## src/rtl/pipe_wb_regfile_if.sv

```systemverilog
// WB-stage bus between the MEM/WB pipeline register, the register file and the ID stage.
// The master drives the WB controls and read addresses; the slave (the register file) returns the read and WB data.
interface pipe_wb_regfile_if #(
    parameter int DW = 32,
    parameter int AW = 5
);
    logic          wwreg;
    logic          wm2reg;
    logic [DW-1:0] wmo;
    logic [DW-1:0] walu;
    logic [AW-1:0] wrn;
    logic [AW-1:0] rna;
    logic [AW-1:0] rnb;
    logic [DW-1:0] qa;
    logic [DW-1:0] qb;
    logic [DW-1:0] wdata;

    modport master (
        output wwreg, wm2reg, wmo, walu, wrn, rna, rnb,
        input  qa, qb, wdata
    );

    modport slave (
        input  wwreg, wm2reg, wmo, walu, wrn, rna, rnb,
        output qa, qb, wdata
    );
endinterface

```

## src/rtl/pipe_wb_regfile.sv

```systemverilog
// Write-back stage plus 32-entry GPR file with two combinational read ports.
// Define REGFILE_BYPASS_EN to have a read of the register being written return the new WB value in the same cycle.
module pipe_wb_regfile #(
    parameter int DW   = 32,
    parameter int AW   = 5,
    parameter int NREG = 2**AW
) (
    input  logic               clk,
    input  logic               rst,
    pipe_wb_regfile_if.slave   bus
);
    logic [DW-1:0] regs_q [NREG];
    logic [DW-1:0] regs_d [NREG];
    logic          wr_en;

    assign bus.wdata = bus.wm2reg ? bus.wmo : bus.walu;
    assign wr_en     = !rst && bus.wwreg && (bus.wrn != '0);

    always_comb begin
        regs_d = regs_q;
        if (wr_en) begin
            regs_d[bus.wrn] = bus.wdata;
        end
        regs_d[0] = '0;
    end

    always_ff @(posedge clk) begin
        if (rst) begin
            for (int unsigned i = 0; i < NREG; i++) begin
                regs_q[i] <= '0;
            end
        end else begin
            regs_q <= regs_d;
        end
    end

`ifdef REGFILE_BYPASS_EN
    // Write-through: the register being written is seen with its new value in the same cycle.
    always_comb begin
        if (bus.rna == '0) begin
            bus.qa = '0;
        end else if (wr_en && (bus.rna == bus.wrn)) begin
            bus.qa = bus.wdata;
        end else begin
            bus.qa = regs_q[bus.rna];
        end
        if (bus.rnb == '0) begin
            bus.qb = '0;
        end else if (wr_en && (bus.rnb == bus.wrn)) begin
            bus.qb = bus.wdata;
        end else begin
            bus.qb = regs_q[bus.rnb];
        end
    end
`else
    always_comb begin
        bus.qa = (bus.rna == '0) ? '0 : regs_q[bus.rna];
        bus.qb = (bus.rnb == '0) ? '0 : regs_q[bus.rnb];
    end
`endif

endmodule
```

## src/flat_wrapper.sv

```systemverilog
// flat-port wrapper written by rule: the top's interface ports become plain ports
module pipe_wb_regfile_flat 
#(
    parameter int DW   = 32,
    parameter int AW   = 5,
    parameter int NREG = 2**AW
)
  (clk, rst, bus_wwreg, bus_wm2reg, bus_wmo, bus_walu, bus_wrn, bus_rna, bus_rnb, bus_qa, bus_qb, bus_wdata);
  pipe_wb_regfile_if #(.DW(DW), .AW(AW)) bus_i ();
  input  logic clk;
  input  logic rst;
  input wire logic [$bits(bus_i.wwreg)-1:0] bus_wwreg;
  input wire logic [$bits(bus_i.wm2reg)-1:0] bus_wm2reg;
  input wire logic [$bits(bus_i.wmo)-1:0] bus_wmo;
  input wire logic [$bits(bus_i.walu)-1:0] bus_walu;
  input wire logic [$bits(bus_i.wrn)-1:0] bus_wrn;
  input wire logic [$bits(bus_i.rna)-1:0] bus_rna;
  input wire logic [$bits(bus_i.rnb)-1:0] bus_rnb;
  output wire logic [$bits(bus_i.qa)-1:0] bus_qa;
  output wire logic [$bits(bus_i.qb)-1:0] bus_qb;
  output wire logic [$bits(bus_i.wdata)-1:0] bus_wdata;
  assign bus_i.wwreg = bus_wwreg;
  assign bus_i.wm2reg = bus_wm2reg;
  assign bus_i.wmo = bus_wmo;
  assign bus_i.walu = bus_walu;
  assign bus_i.wrn = bus_wrn;
  assign bus_i.rna = bus_rna;
  assign bus_i.rnb = bus_rnb;
  assign bus_qa = bus_i.qa;
  assign bus_qb = bus_i.qb;
  assign bus_wdata = bus_i.wdata;
  pipe_wb_regfile #(.DW(DW), .AW(AW), .NREG(NREG)) u_core (.clk(clk), .rst(rst), .bus(bus_i));
endmodule
```

## config.mk

```make
export PLATFORM = sky130hd
export DESIGN_NAME = pipe_wb_regfile_flat
export DESIGN_NICKNAME = d
export VERILOG_FILES = /design/src/rtl/pipe_wb_regfile_if.sv /design/src/rtl/pipe_wb_regfile.sv /design/src/flat_wrapper.sv
export SDC_FILE = /design/constraint.sdc
export NUM_CORES = 2
export LEC_CHECK = 0
export CAP_MARGIN = 5
export CORE_ASPECT_RATIO = 0.75
export CORE_UTILIZATION = 30
export CTS_BUF_LIST = sky130_fd_sc_hd__clkbuf_2 sky130_fd_sc_hd__clkbuf_4 sky130_fd_sc_hd__clkbuf_8
export CTS_CLUSTER_DIAMETER = 60
export DETAILED_ROUTE_END_ITERATION = 8
export PLACE_DENSITY = 0.43
export SETUP_SLACK_MARGIN = 0.2
export SKIP_LAST_GASP = 1
export SLEW_MARGIN = 20
export SYNTH_ARGS = -nofsm -noshare
export SYNTH_HDL_FRONTEND = slang
export SYNTH_SLANG_ARGS = --single-unit
```

## constraint.sdc

```tcl
create_clock -name clk -period 2.8 [get_ports clk]
set_input_delay 0.56 -clock clk [delete_from_list [all_inputs] [get_ports clk]]
set_output_delay 0.56 -clock clk [all_outputs]
set_load 0.01 [all_outputs]
```

==> qor.txt <==
post-route setup slack = -0.416 ns
WP buf/inv = 3
Skew-Pair Late Insertion Delay = 0.94 ns
grt ovf = 0
leakage power = 21.4 nW
PortBufs = 178
worst vdd ir = 0.449 mV
final-report hold violation count = 0
crit path cell chain = mux4_2 > mux2_4 > o22ai_2 > buf_4 > nor3_2 > buf_4 > buf_6
number of global-route vias before repair = 39636
die span in y = 357 µm
PD cells = 511 nW/µm²
Top reg by flops = u_core.regs_q
Nets = 5141
Die X = 475 µm
synthesized area = 50300 µm²
CP Class = reg -> out
# fillers = 16233
Worst EP arrival = 2.66 ns
most used cell along the critical path = buf_4
Synth cell types = 30
area share of the leading cell type in the synthesized netlist = 39.5%
largest fanout on the critical path = 3
Hold Path Cell Cnt = 5
status = finished with violations
area leader, netlist = dfxtp_1
CP startpoint kind = register
post-synthesis sequential area ratio = 39.5%
WP data required = 2.24 ns
Total Power = 32.9 mW
FF-to-FF Start = u_core.regs_q[958]
Worst Hold Slack = 0.463 ns
First-pass DRT Iterations = 5
area grow syn2layout = 28.1%
max reg flops = 992
clock root buffer = clkbuf_8
RD Place Congestion = 0.805
worst slack, placed = -1.23 ns
met1 Use GR = 34.4%
busiest grt layer = met2
Reg2Reg Depth = 2
ratio of final minimum period to clock period = 115%
Worst R2R Setup Slack = 1.94 ns
starting density of the core = 30.4%
Max-slew headroom = 28.5%
Total GRT Usage = 23.7%
biggest regs = u_core.regs_q (992)
CP delay by family, top = multiplexers
clk sinks = 992
Final min period = 3.22 ns
Final setup violation count = 64
share of cells above drive strength 1 = 37.5%
Worst-path clk slew = 0.06 ns
failing checks = negative setup slack
DP Wirelength = 132000 µm
yosys warns = 0
Num CTS Buffers = 171
Starting DRT DRC Count = 3612
DR vias/cell = 5.54
Yosys reg bits = 992
first-pass GRT wire length = 292000 µm
Fmax = 0.311 GHz
Min-Delay Endpoint = u_core.regs_q[497]
die footprint = 169000 µm²
count of flip-flops with a built-in enable after synthesis = 0
Post-DRT Antenna Nets = 0
FF-to-FF End = u_core.regs_q[958]
Min-Delay Path Class = in -> reg
Synth Instances = 4772
max-slew violations = 0
largest cells by area after synthesis = dfxtp_1 40%, mux4_2 17%, a211oi_1 12%, nor2_1 7.9%, a211oi_2 4.5%
WL final = 203000 µm
number of cell rows = 129
syn_area_per_cell = 10.5 µm²
via count = 41038
RSZ-0062 raised after global routing = yes
CTS tree = built
syn nets = 4855
Hold Crit Start = bus_wm2reg
DRC = 0
Max stage delay on crit path = 0.47 ns
largest net degree at the start of global routing = 151
Max-cap violations = 0
ys flop type = dfxtp_1
Max clock buf depth = 3
H-tree Lvls = 4
worst-margin pin slew = 1.07 ns
grt met2 use = 35.9%
Setup Skew = 0 ns
Crit. End Element = primary output
I/O pin cnt = 179
Post-synth ARST share = 0%
crit path max-delay cell type = mux4_2
routing usage on met3 = 3.42%
initial antenna violation count = 3
CORE AREA = 166000 µm²
Avg WL per Cell = 27.4 µm
final cells by class:
cell class                 count  area (µm²)  area share (%)
multi-input combinational   3164       29800            46.4
sequential                   992       20000            31.0
timing repair buffer         697        8080            12.5
clock buffer                 270        3350            5.21
tap                         2227        2790            4.33
clock inverter                25         206           0.321
inverter                      32         120           0.187
antenna                        3        7.51          0.0117
worst max path at each step:
stage	start	end	cells past startpoint
detailed placement	bus_rna[4]	bus_qa[18]	7
floorplan	bus_rna[0]	bus_qa[0]	6
finish	u_core.regs_q[101]	bus_qa[5]	7
CTS	u_core.regs_q[498]	bus_qb[18]	7
global placement	bus_rna[4]	bus_qa[18]	7
global route	u_core.regs_q[229]	bus_qa[5]	7
timing repair:
| action | 4_1_cts | 5_1_grt |
|---|---|---|
| hold buffers | 1 | 0 |
| resized for setup | 699 | 145 |
| endpoints found under the hold margin | 17 | 0 |
| pin swaps | 48 | 54 |
| cloned | 0 | 1 |
| setup endpoints to repair | 74 | 69 |
| buffers inserted | 11 | 11 |
per-stage QoR:
step           std cells  area (µm²)  TNS, ns  util (%)
6_report            7410       64400   -18.45      38.9
5_1_grt             7408       64400   -23.83      38.9
4_1_cts             7395       63700   -24.98      38.5
3_5_place_dp        7088       58400   -49.26      35.3
3_3_place_gp        7088       58400   -50.24      35.3
2_1_floorplan       4772       50300        0         -
worst min-delay path: cells and delay by family:
family                 cells  cell delay [ns]
buffers and inverters      3             0.53
muxes                      1             0.19
AOI/OAI and AO/OA          1             0.07
synth_stat cells (8+ instances only):
library cell	number
nor2_1	1056
dfxtp_1	992
a211oi_1	811
mux4_2	384
clkbuf_1	308
mux2i_1	224
o22ai_1	192
a211oi_2	181
buf_2	174
mux2_2	128
buf_4	79
a2111oi_0	64
nor3_1	64
inv_1	32
buf_6	23
nor2_8	16
nor2_2	12
nand2b_1	8
cells by family after synthesis:
kind of cell / synth area share (%)
flip-flops: 39.5
multiplexers: 24.5
AND/OR/NAND/NOR: 9.88
AO/OA/AOI/OAI: 20.1
buffers and inverters: 5.97
per-layer routing:
layer,routed length [µm],share of wire [%],vias up
met5,0,0,-
li1,-,-,18728
met4,6130,3.0,0
met3,10600,5.2,302
met2,89600,44,1337
met1,96500,48,20671
layout by cell type, fill, tap and decap left out, drive strengths merged, types with 2 or more instances in the layout:
cell,instances
nor3b,2
clkdlybuf4s50,98
a211oi,992
nand3,3
clkinvlp,7
nand2,2
a2111oi,64
mux2,128
nor3,64
buf,590
or3b,3
dfxtp,992
inv,38
clkbuf,272
nor2,1084
or2,2
nand4bb,2
nand2b,8
nand3b,5
dlymetal6s2s,6
mux2i,224
mux4,384
nor4,3
o22ai,192
diode,3
clkinv,11
where the power goes:
part	switching (mW)	leakage (nW)	total, mW	internal, mW
Clock	6.56	1.88	14.2	7.67
Sequential	0.0800	8.05	14.3	14.2
Combinational	2.58	11.4	4.37	1.79
Total	9.22	21.4	32.9	23.7
No activity file was read; power rests on OpenSTA's default activity.
